[src/rtl/nested_index_counter.sv]
// Two-level (outer, inner) index generator over runtime-inclusive limits.
// Pairs leave on a valid/ready stream; one-shot sweeps end with a done pulse.
module nested_index_counter #(
    parameter int INNER_WIDTH = 10,
    parameter int OUTER_WIDTH = 10
) (
    input  logic                   clk,
    input  logic                   rst,
    input  logic                   start,
    input  logic                   abort,
    input  logic                   continuous,
    input  logic [INNER_WIDTH-1:0] inner_max,
    input  logic [OUTER_WIDTH-1:0] outer_max,
    output logic                   busy,
    output logic [INNER_WIDTH-1:0] inner_idx,
    output logic [OUTER_WIDTH-1:0] outer_idx,
    output logic                   idx_valid,
    input  logic                   idx_ready,
    output logic                   inner_last,
    output logic                   outer_last,
    output logic                   done
);

    typedef enum logic [1:0] {
        S_IDLE,
        S_RUN,
        S_DONE
    } state_t;

    localparam logic [INNER_WIDTH-1:0] INNER_ONE = 1;
    localparam logic [OUTER_WIDTH-1:0] OUTER_ONE = 1;

    state_t                 state_q, state_d;
    logic [INNER_WIDTH-1:0] inner_q, inner_d;
    logic [OUTER_WIDTH-1:0] outer_q, outer_d;
    logic [INNER_WIDTH-1:0] inner_max_q, inner_max_d;
    logic [OUTER_WIDTH-1:0] outer_max_q, outer_max_d;
    logic                   cont_q, cont_d;

    always_ff @(posedge clk or negedge rst) begin
        if (!rst) begin
            state_q     <= S_IDLE;
            inner_q     <= '0;
            outer_q     <= '0;
            inner_max_q <= '0;
            outer_max_q <= '0;
            cont_q      <= 1'b0;
        end else begin
            state_q     <= state_d;
            inner_q     <= inner_d;
            outer_q     <= outer_d;
            inner_max_q <= inner_max_d;
            outer_max_q <= outer_max_d;
            cont_q      <= cont_d;
        end
    end

    always_comb begin
        state_d     = state_q;
        inner_d     = inner_q;
        outer_d     = outer_q;
        inner_max_d = inner_max_q;
        outer_max_d = outer_max_q;
        cont_d      = cont_q;
        unique case (state_q)
            S_IDLE: begin
                inner_d = '0;
                outer_d = '0;
                if (!abort && start) begin
                    state_d     = S_RUN;
                    inner_max_d = inner_max;
                    outer_max_d = outer_max;
                    cont_d      = continuous;
                end
            end
            S_RUN: begin
                // abort wins over a same-cycle transfer
                if (abort) begin
                    state_d = S_IDLE;
                    inner_d = '0;
                    outer_d = '0;
                end else if (idx_ready) begin
                    if (inner_q < inner_max_q) begin
                        inner_d = inner_q + INNER_ONE;
                    end else begin
                        inner_d = '0;
                        if (outer_q < outer_max_q) begin
                            outer_d = outer_q + OUTER_ONE;
                        end else begin
                            outer_d = '0;
                            if (!cont_q) state_d = S_DONE;
                        end
                    end
                end
            end
            S_DONE: begin
                state_d = S_IDLE;
                inner_d = '0;
                outer_d = '0;
            end
            default: begin
                state_d = S_IDLE;
                inner_d = '0;
                outer_d = '0;
            end
        endcase
    end

    assign busy       = (state_q == S_RUN);
    assign idx_valid  = (state_q == S_RUN);
    assign done       = (state_q == S_DONE);
    assign inner_idx  = inner_q;
    assign outer_idx  = outer_q;
    assign inner_last = idx_valid && (inner_q == inner_max_q);
    assign outer_last = inner_last && (outer_q == outer_max_q);

endmodule
[config.mk]
export PLATFORM = sky130hd
export DESIGN_NAME = nested_index_counter
export DESIGN_NICKNAME = d
export VERILOG_FILES = /design/src/rtl/nested_index_counter.sv
export SDC_FILE = /design/constraint.sdc
export NUM_CORES = 1
export LEC_CHECK = 0
export BUFFER_PORTS_ARGS = -buffer_cell sky130_fd_sc_hd__buf_4
export CORE_MARGIN = 2
export CORE_UTILIZATION = 59
export DETAILED_ROUTE_END_ITERATION = 10
export GPL_TIMING_DRIVEN = 0
export PLACE_DENSITY = 0.85
export SLEW_MARGIN = 30
export SYNTH_ARGS = -nofsm -noshare
export SYNTH_HDL_FRONTEND = slang
export SYNTH_SLANG_ARGS = --single-unit
[constraint.sdc]
create_clock -name clk -period 3 [get_ports clk]
set_input_delay 0.3 -clock clk [delete_from_list [all_inputs] [get_ports clk]]
set_output_delay 0.3 -clock clk [all_outputs]
set_load 0.03 [all_outputs]
# Word level (Yosys, flattened, before mapping)
# Index checks and enable logic that the tools add are counted.
# op_classes
add_sub_neg,2
order_cmp,2
n_eq_ne,9
muxes,16
n_reduce_logical,8
# ops
op,count
two-way mux 10 bit,9
"adder 10 x 1 -> 10 bit, second input constant",2
equality test 10 bit,2
< comparator 10 bit,2
two-way mux 2 bit,6
"!= test 3 bit, second input constant",3
AND reduction 5 bit,1
case mux 2 bit (2 select lines),1
AND reduction 2 bit,2
logical AND 1 bit,3
"!= test 3 x 2 -> 1 bit, second input constant",1
"equality test 2 x 1 -> 1 bit, second input constant",1
"equality test 2 bit, second input constant",1
zero test 2 bit,1
"!= test 2 bit, second input constant",1
zero test 1 bit,1
# totals
ff_bits,43
output_inout_bits,25
word_cells,43

# Depth between registers and ports, before layout
# logic_depth
ltp_word,6
depth_mapped,9
depth_no_buf,7

# Worst setup path before layout
# Ideal clock, no wire load.
# synth_timing
kind,reg-to-output
start,reg state_q[1]
end,out outer_last
arrival_time_ps,2352
t_required_ps,2700
path_slack_ps,348
stages_incl_launch_ff,5
path_cell_list,dfrtp_1 > nor2b_1 > nand3_1 > nor3_1 > and4_1
# synth_between
elab_chain_cells,3
# synth_rtl
element,line_no,text
from (decl),33,"state_t state_q, state_d;"
from (signal assigned),49,state_q <= state_d;
equality test 2 x 1 -> 1 bit,n/a,
named net busy,14,"output logic busy,"
logical AND 1 bit,114,assign inner_last = idx_valid && (inner_q == inner_max_q);
named net inner_last,19,"output logic inner_last,"
logical AND 1 bit,115,assign outer_last = inner_last && (outer_q == outer_max_q);
to (decl),20,"output logic outer_last,"
# The timed path passes the listed nets, and every way through them passes these cells.

# Worst setup path in the final report
# layout_timing
start,"reg inner_q[5], in the netlist inner_idx[5]"
end,out outer_last
# layout_between
elab_chain_cells,3
# layout_rtl
element,line_no,text
from (decl),34,"logic [INNER_WIDTH-1:0] inner_q, inner_d;"
from (signal assigned),50,inner_q <= inner_d;
equality test 10 bit,114,
logical AND 1 bit,114,
logical AND 1 bit,115,
# Every way passes these cells.

==> flow_summary.ini <==
[setup_path]
r2r-start = inner_idx[3]
crit_chain = ha_1 > nand4_1 > nor3_1 > and4_1 > buf_4
worstPathMaxFanout = 6
critPathTopFamily = simple AND/OR/NAND/NOR gates
crit_buf_inv = 1
cp-startpoint = inner_idx[5]
worstPathArrival_ps = 1990
cp_slowest_stage_delay_ps = 460
critical_path_required_ps = 2700
cp-end-kind = output pin
crit_slowest_cell = dfrtp_1
worstSetupPathType = reg -> out
cp-start-kind = flip-flop

[floorplan]
initial_core_util_pct = 61.7
die_height_um = 69.2
fp.coreArea_um2 = 4060
ios = 51
rows = 23
die_w_um = 69.2
fp.dieArea_um2 = 4780

[yosys]
synth_edf_count = 0
syn_area_um2 = 2500
netlist_instances = 267
synth_warnings = 0
synth_top_flop_cell = dfrtp_1
synth.avg_cell_area_um2 = 9.38
async_reset_ff_share_pct = 100
synth_top_cell_area_share_pct = 43.0
synth_top_area_cell = dfrtp_1
netlist_top_cells_area = dfrtp_1 43%, ha_1 11%, o21ai_0 4.8%
ys_seq_area_share_pct = 43.0
ys_ff_latch = 43
syn_nets = 315
yosysUniqueCellTypes = 44

[finish]
most-common-layout-cells = 51 x buf_4, 43 x dfrtp_1, 32 x inv_1
syn2layout_area_growth_pct = 21.9
final_nets = 373
antennaDiodeCount = 0
layout_commonest_cell = buf_4
drive_gt1_share_pct = 22.7

[pwr]
p_leak_nw = 1.45
cellPowerDensity_nw_per_um2 = 707
ir_drop_v = 0.000506
p_total_w = 0.00216

[route]
drtPass1Iterations = 4
detailedRoute.firstIterationViolations = 149
via_per_inst = 5.87
wl_um = 5880
vias = 2207
drc = 0
drtAntennaViolNets = 0
wl_per_cell_um = 15.6

[grt]
grt_overflow = 0
antenna_found_initial = 0
grt_max_degree = 44
gr-usage-all-layers_pct = 26.2
grt_pass1_vias = 2177
grt_pass1_wl_um = 10000

[clocking]
clockBufferDepth = 2
postCtsResizedCells = 0
clock-root-buffer = clkbuf_8
cts_buffers = 5
htree_levels = 2
clkSinkCount = 43
cts_tree = built
clock_latency_ps = 300
clk_pin_slew_ps = 80

[timing]
fin_tns_setup_ps = 0
slew_headroom_pct = 57.3
period_needed_ps = 2290
drv_slew = 0
rsz0062_at_grt = no
finalHoldViolCount = 0
period_share_pct = 76.4
fmax_mhz = 436
setup_viol = 0
skew_ps = 4.86
tightestPinTransition_ps = 637

[place]
gp_congestion = 0.794
hpwl_um = 4400
port_buffers = 50

[worst_hold_path]
hold_class = in -> reg
min_from = inner_max[4]

[job]
cap_violations = 0

[status]
outcome = complete, no violations
state kept, by name, summed over array words and instances (netlist names):
register / count
inner_idx: 10
state_q: 2
inner_max_q: 10
outer_idx: 10
cont_q: 1
outer_max_q: 10
metrics by stage:
step	utilization, %	hold slack [ps]	area, um^2	instances	worst slack, ps
2_1_floorplan	-	4.41	2500	267	348
3_3_place_gp	72.5	321	2940	367	827
3_5_place_dp	72.5	327	2940	367	763
4_1_cts	75.2	185	3050	376	708
5_1_grt	75.2	194	3050	376	589
6_report	75.2	196	3050	376	708
synth_stat cells, drive strengths merged, types with 2 or more instances:
library cell,count
nand2,30
clkbuf,4
o211ai,3
a21oi,7
xor2,3
o21ai,32
o2bb2ai,5
xnor2,2
a211oi,11
dfrtp,43
ha,22
nand3,13
nor4b,3
nor3,3
nor2,18
buf,6
or2,2
and4,2
nand4,5
nand2b,2
inv,32
and3,2
nor2b,2
mux2,4
cell families after synthesis:
logic type	count (synthesis)	share of synthesized area, %
simple gates	88	18.9
compound gates	62	15.9
flops	43	43.0
buf+inv	42	7.29
fa+ha+maj	22	11.0
xor+xnor	5	1.75
mux	5	2.20
path summary, 6_finish.rpt:
check / slack [ps] / endpoint / cells past startpoint
max: 710 / outer_last / 5
min: 200 / inner_max_q[4] / 3
max reg2reg: 710 / state_q[1] / 7
min reg2reg: 500 / state_q[1] / 1
max in group asynchronous: 2090 / inner_max_q[9] / 2
min in group asynchronous: 540 / outer_max_q[7] / 2
worst register-to-register path: stages (launching register included):
cell,delay (ps)
dfrtp_1,460
ha_1,350
a21oi_1,90
o21ai_0,410
a211oi_4,140
buf_6,170
nor3_1,300
nor4bb_1,260
repair_timing:
item / in CTS / in global routing
hold buffers: 1 / 0
setup buffers: 0 / 0
endpoints found under the hold margin: 43 / 0
where the power goes:
part,leakage (nW),total (W),internal (W),switching (W)
registers,0.560,0.000839,0.000743,0.0000959
logic,0.835,0.000911,0.000374,0.000538
clock network,0.0515,0.000408,0.000210,0.000198
layer usage:
layer  track usage, %  wire length, um
met1             33.9             2680
met3             6.29              247
met4             8.50              105
met5                0                0
met2             43.3             2850
layout make-up:
cell class	count	area (um^2)
clock buffer	8	100
timing repair buffer	51	385
tap	50	62.6
multi-input combinational	182	1250
buffer	10	62.6
sequential	43	1080
inverter	32	120
fill	297	1000
Note: power is estimated with default switching activity, not from simulation.
